===== src/rtl/miner_pkg.sv =====
// miner_pkg: shared FSM state type and record layout constants for the miner result write-back.
package miner_pkg;
    typedef enum logic [1:0] {IDLE, WR_BODY, WR_STATUS, DONE} state_t;
    localparam logic [7:0] STATUS_MAGIC = 8'hB1;
    localparam int         RECORD_WORDS = 10;
    localparam logic [3:0] STATUS_IDX   = 4'd0;
    localparam logic [3:0] NONCE_IDX    = 4'd1;
    localparam logic [3:0] HASH_IDX0    = 4'd2;
endpackage


===== src/rtl/miner_result_master.sv =====
// miner_result_master: captures a mining result and writes a 10-word record to host memory over Avalon-MM,
// body words first and the status word last so a polling host never sees a partial record.
module miner_result_master
    import miner_pkg::*;
#(
    parameter int ADDRW      = 26,
    parameter int DATAW      = 32,
    parameter int HASH_WORDS = 8
) (
    input  logic                    clk,
    input  logic                    rst,
    input  logic                    result_valid,
    input  logic                    result_found,
    input  logic                    result_error,
    input  logic [31:0]             result_nonce,
    input  logic [32*HASH_WORDS-1:0] result_hash,
    input  logic [ADDRW-1:0]        base_addr,
    output logic                    busy,
    output logic                    done,
    output logic                    dropped,
    output logic [ADDRW-1:0]        master_address,
    output logic                    master_write,
    output logic [DATAW-1:0]        master_writedata,
    output logic [3:0]              master_byteenable,
    input  logic                    master_waitrequest
);
    localparam logic [3:0] LAST_IDX = 4'(RECORD_WORDS - 1);

    state_t                  state_q, state_d;
    logic [3:0]              idx_q, idx_d;
    logic [7:0]              seq_q, seq_d;
    logic [31:0]             nonce_q;
    logic [32*HASH_WORDS-1:0] hash_q;
    logic                    found_q, error_q, dropped_q, cap;
    logic [ADDRW-1:0]        base_q;
    logic [DATAW-1:0]        word;
    logic                    wr;

    always_ff @(posedge clk) begin
        if (rst) begin
            state_q   <= IDLE;
            idx_q     <= STATUS_IDX;
            seq_q     <= '0;
            nonce_q   <= '0;
            hash_q    <= '0;
            found_q   <= 1'b0;
            error_q   <= 1'b0;
            base_q    <= '0;
            dropped_q <= 1'b0;
        end else begin
            state_q   <= state_d;
            idx_q     <= idx_d;
            seq_q     <= seq_d;
            dropped_q <= result_valid && state_q != IDLE;
            if (cap) begin
                nonce_q <= result_nonce;
                hash_q  <= result_hash;
                found_q <= result_found;
                error_q <= result_error;
                base_q  <= base_addr;
            end
        end
    end

    always_comb begin
        state_d = state_q;
        idx_d   = idx_q;
        seq_d   = seq_q;
        cap     = 1'b0;
        case (state_q)
            IDLE: if (result_valid) begin
                cap     = 1'b1;
                idx_d   = NONCE_IDX;
                state_d = WR_BODY;
            end
            WR_BODY: if (!master_waitrequest) begin
                idx_d   = idx_q == LAST_IDX ? STATUS_IDX : idx_q + 4'd1;
                state_d = idx_q == LAST_IDX ? WR_STATUS : WR_BODY;
            end
            WR_STATUS: if (!master_waitrequest) begin
                seq_d   = seq_q + 8'd1;
                state_d = DONE;
            end
            default: state_d = IDLE;
        endcase
    end

    // Word select: hash words are stored most-significant first in the record
    always_comb begin
        word = '0;
        case (idx_q)
            STATUS_IDX: word = {STATUS_MAGIC, seq_q, 14'b0, error_q, found_q};
            NONCE_IDX:  word = nonce_q;
            default:
                for (int k = 0; k < HASH_WORDS; k++)
                    if (idx_q == 4'(int'(HASH_IDX0) + k)) word = hash_q[32*(HASH_WORDS-1-k) +: 32];
        endcase
    end

    assign wr                = state_q == WR_BODY || state_q == WR_STATUS;
    assign master_write      = wr;
    assign master_address    = wr ? (base_q & ~ADDRW'(3)) + ADDRW'({idx_q, 2'b00}) : '0;
    assign master_writedata  = wr ? word : '0;
    assign master_byteenable = wr ? 4'hF : 4'h0;
    assign busy              = state_q != IDLE;
    assign done              = state_q == DONE;
    assign dropped           = dropped_q;
endmodule


===== config.mk =====
export PLATFORM = sky130hd
export DESIGN_NAME = miner_result_master
export DESIGN_NICKNAME = d
export VERILOG_FILES = /design/src/rtl/miner_pkg.sv /design/src/rtl/miner_result_master.sv
export SDC_FILE = /design/constraint.sdc
export NUM_CORES = 1
export LEC_CHECK = 0
export ABC_CLOCK_PERIOD_IN_PS = 2100
export BUFFER_PORTS_ARGS = -buffer_cell sky130_fd_sc_hd__buf_2
export CAP_MARGIN = 20
export CORE_MARGIN = 5
export CORE_UTILIZATION = 40
export DETAILED_ROUTE_END_ITERATION = 8
export PLACE_DENSITY_LB_ADDON = 0.12
export SETUP_SLACK_MARGIN = 0.4
export SYNTH_ARGS = -nofsm -noshare
export SYNTH_HDL_FRONTEND = slang
export SYNTH_SLANG_ARGS = --single-unit

===== constraint.sdc =====
create_clock -name clk -period 2.1 [get_ports clk]
set_input_delay 0.105 -clock clk [delete_from_list [all_inputs] [get_ports clk]]
set_output_delay 0.105 -clock clk [all_outputs]
set_load 0.02 [all_outputs]

* Word-level counts from Yosys, hierarchy flattened *
Index checks and enable logic that the tools add are counted.

operators by class
  add/sub/neg operators = 3
  eq/ne operators = 15
  mux-type cells = 23
  bitwise logic cells = 1
  reductions and logical operators = 9

operators with widths
  cell                   count
  $mux W32               9
  $pmux W32 S2           1
  $add A26 B6 Y26        1
  $mux W26               1
  $eq A4 B3 Y1 const B   4
  $mux W4                4
  $add A8 B1 Y8 const B  1
  $eq A4 B2 Y1 const B   2
  $eq A4 B4 Y1 const B   2
  $mux W2                4
  $pmux W4 S2            1
  $ne A2 B2 Y1 const B   3
  $pmux W2 S3            1
  $reduce_and A3 Y1      2
  $add A4 B1 Y4 const B  1
  $eq A2 B2 Y1 const B   2
  $eq A4 B1 Y1 const B   1
  $logic_not A4 Y1       1
  $reduce_bool A2 Y1     2
  $eq A2 B1 Y1 const B   1
  $logic_not A2 Y1       1
  $mux W1                2
  $reduce_and A2 Y1      1
  $logic_and A1 B1 Y1    1
  other kinds (2)        2

storage, ports and cells
  register bits after elaboration = 331
  bits of input ports = 320
  output and inout bits = 66
  word-level logic and storage cells = 60

* Longest topological paths before layout *
  depth in word-level cells = 11
  mapped depth = 8

* Least setup slack after synthesis *
OpenSTA, ideal clock, no wires.

  path kind = reg2out
  start = register idx_q[0]
  end = output master_address[12]
  arrival time = 1.929 ns
  setup slack = 0.066 ns
  stages on the path, launching flop included = 8
  path buffers = 0
  cell sequence = dfxtp_1 > ha_1 > fa_1 > a211oi_1 > nor2_2 > and3_1 > xor2_1 > and2_1

on the way
  word-level cells in the longest chain between the ends = 2

ends and longest elaborated chain
  item                      line                        text
  start: declaration        miner_result_master.sv:30   logic [3:0] idx_q, idx_d;
  start signal: assignment  miner_result_master.sv:52   idx_q <= idx_d;
  $add A26 B6 Y26           miner_result_master.sv:102  assign master_address = wr ? (base_q & ~ADDRW'(3)) + ADDRW'({idx_q, 2'b00}) : '0;
  $mux W26                  miner_result_master.sv:102
  end: declaration          miner_result_master.sv:21   output logic [ADDRW-1:0] master_address,

No other way between the ends.

* Worst setup path in the final report *
  start = register idx_q[0]
  end = output master_writedata[19]

on the way
  word-level cells in the longest chain between the ends = 11

ends and longest elaborated chain
  item                   line                        text
  $eq A4 B2 Y1           miner_result_master.sv:96   if (idx_q == 4'(int'(HASH_IDX0) + k)) word = hash_q[32*(HASH_WORDS-1-k) +: 32];
  $mux W32 (8 in a row)  miner_result_master.sv:96
  $pmux W32 S2 *         miner_result_master.sv:91   case (idx_q)
  $mux W32 *             miner_result_master.sv:103  assign master_writedata = wr ? word : '0;
  end: declaration       miner_result_master.sv:23   output logic [DATAW-1:0] master_writedata,

Mark *: on every way between the ends. The rest lies on a longest branch, timed or not.

==> results.md <==
- Setup-failing EPs final: 54
- Final Cycle Share: 126.2%
- Worst r2r src: state_q[1]
- Worst Setup Start Kind: register
- Layout cells sized above 1: 33.30%
- Initial Utilization: 40.43%
- H-tree levels: 2
- Ys async rst share: 0%
- Yosys reg bits: between 300 and 400
- CP max stage cell: a222oi_1
- GRT Util Overall: approximately 30%
- CP startpoint: idx_q[0]
- Crit path buf inv count: 4
- Leak pwr: 0.01065 uW
- Nets: between 3k and 4k
- Count leader, synth: nand2_1
- Die area: 41970 um^2
- Post-place instance area: 18560 um^2
- DRC: 0
- Synth top cells by count: nand2_1 (692), a21oi_1 (393), dfxtp_1 (329)
- Maxcap violations: 0
- I/O pin count: 386
- Min Tclk post-route: ~2700 ps
- Area grow syn2layout: 71.06%
- Worst setup EP type: output port
- Core ar.: around 38000 um^2
- Post-synthesis sequential area ratio: a little over two fifths
- Sink Count: ~330
- Combinational group share of total power: between 20% and 30%
- Fin. Hold Viols: 0
- ANT nets after route: 0
- Status: finished with violations
- Largest net degree at the start of global routing: between 100 and 150
- Crit path max fanout: 7
- Drt wl/cell: ~22 um
- Post-synthesis instance total: about 2.0k
- Clock share of power: around 35%
- Clk pin slew, worst setup/hold paths: 60 ps
- Failing checks: negative setup slack
- Routed vias: about 18k
- GP Congestion: ~0.9
- # port buffers: ~380
- Vias in the first global route: between 15k and 20k
- Root buf cell: clkbuf_16
- CTS tree: yes
- HP Start: rst
- Initial DRC count: around 1.7k
- Crit path largest cell delay: ~480 ps
- Max Clock Freq: between 0.3 and 0.4 GHz
- Min setup slack post-route: -550.1 ps
- Mapped cell area: between 15000 and 20000 um^2
- Pint: 12590 uW
- Final Skew: about 22 ps
- Met3 Use GR: around 4.7%
- Routed wire length: around 74 mm
- Most Crowded Layer GR: met2
- First-pass GRT wire length: 99.26 mm
- Worst Tran Pin Value: approximately 640 ps
- PD cells: just under 700 nW/um^2
- Sw Ratio: between 20 and 30%
- Finished layout cell area: approximately 26000 um^2
- Critical Path RT: 2000 ps
- Number of cell rows: ~70
- Initial antenna violation count: 11
- Die H: approximately 200 um
- Met2 Track Usage GR: 51.25%
- TritonCTS buffer count: 37
- Slew Limit Headroom: 57.12%
- Fin Hold WS: about 24 ps
- Synthesized area per cell: between 7 and 8 um^2
- Overflow after GRT: 0
- Ys flop type: dfxtp_1
- Met1 Track Usage GR: roughly two fifths
- WP data arrival: around 2600 ps
- Sw Pwr: ~5300 uW
- Pre-CTS setup slack: -36.03 ps
- Fin. max-slew vios: 0
- Critical-path cell list: buf_12 -> buf_12 -> buf_12 -> mux2i_2 -> o22ai_1 -> a222oi_1 -> a211oi_2 -> buf_4
- Crit Path Category: register to output port
- Max IR drop VDD: 631.4 uV
- CTS Buffer Depth: 3
- Top-area cell type share of the netlist area: 43.36%
- Min-Delay Path Class: primary input to register
- Most frequent CP cell: buf_12
- Die X: 204.9 um
- Vias/cell: 5.485
- Synth top area cells: dfxtp_1 (43%), nand2_1 (17%), a21oi_1 (13%)
- Netlist cell types: 63
- First drt pass iteration count: 5
- Post-synth top area cell: dfxtp_1
- RSZ-0062 raised after global routing: true
- Clock latency on the worst-skew pair: about 540 ps
- Critical path's top delay family: compound AO/OA/AOI/OAI gates
- Post-synth EDFFs: 0
- DPL Wire Length: 45.98 mm
- Yosys warns: 0
- Reg power frac: between 30% and 40%
## per-layer routing
| metal | up-vias | wire [um] |
|---|---|---|
| li1 | 8462 | - |
| met1 | 8773 | 29710 |
| met2 | 962 | 35320 |
| met3 | 189 | 5559 |
| met4 | 4 | 3030 |
| met5 | - | 27 |
## placed cells by master (no fill, tap or decap), drive strengths merged, types with 9 or more instances in the layout
cell type    instances
a22oi               12
dfxtp              329
nor3                 9
nand3               15
diode               10
mux2                14
o21a                10
a31oi               12
o221ai              13
xnor2               20
o22ai               33
ha                   9
nor4                11
clkbuf              74
and3                10
nand4                9
buf                575
nor2b               13
nand2              693
and2                26
o311ai              10
mux2i               44
o21ai               47
a211oi               9
nor2                41
a21oi              393
dlygate4sd3        315
## kinds of logic after synthesis
kind of cell / share of synthesized area, %
compound gates: 21.02
xor+xnor: 1.614
fa+ha+maj: 0.8731
buf+inv: 5.584
flops: 43.36
mux: 3.937
other cells: 0.02469
simple gates: 23.59
## final cells by class
cell class | count | area (um^2)
Sequential cell | 329 | 6609
Clock inverter | 8 | 58.81
Multi-Input combinational cell | 1523 | 9503
Antenna cell | 10 | 25.02
Fill cell | 2890 | 11590
Timing Repair Buffer | 909 | 7993
Inverter | 8 | 32.53
Tap cell | 511 | 639.4
Clock buffer | 55 | 1125
## sequential cells by signal (all words and copies together) (netlist names)
name     count
idx_q        4
seq_q        8
base_q      24
found_q      1
nonce_q     32
state_q      2
dropped      1
error_q      1
hash_q     256
## power by group through the flow
stage	sequential (uW)	combinational, uW	clock, uW
detailed placement	7150	2890	0
CTS	7030	3630	6420
global placement	7140	2850	0
finish	7070	4520	6340
floorplan	7010	1770	0
global route	7110	4780	6680
## what timing repair did
action,CTS,global route
hold buffers,315,0
resized for setup,181,320
pin swaps,47,123
setup endpoints to repair,192,140
gates cloned,2,19
hold endpoints to repair,315,0
buffers inserted,25,41
## through the flow
step / utilization (%) / std cells / power, uW / TNS, ps
floorplan: - / 2029 / 8773 / 0
global placement: 49.40 / 2878 / 9998 / -19.18
detailed placement: 49.40 / 2878 / 10040 / -103.4
CTS: 63.46 / 3283 / 17080 / -21980
global route: 69.14 / 3352 / 18560 / -25380
finish: 69.15 / 3353 / 17930 / -21830
## final timing paths
| check | endpoint | slack, ps | depth (start not counted) |
|---|---|---|---|
| setup reg to reg | hash_q[237] | 350 | 10 |
| setup / recovery | master_writedata[19] | -550 | 8 |
| hold reg to reg | hash_q[141] | 450 | 2 |
| hold / removal | hash_q[88] | 20 | 2 |
(Power assumes the default switching activity.)
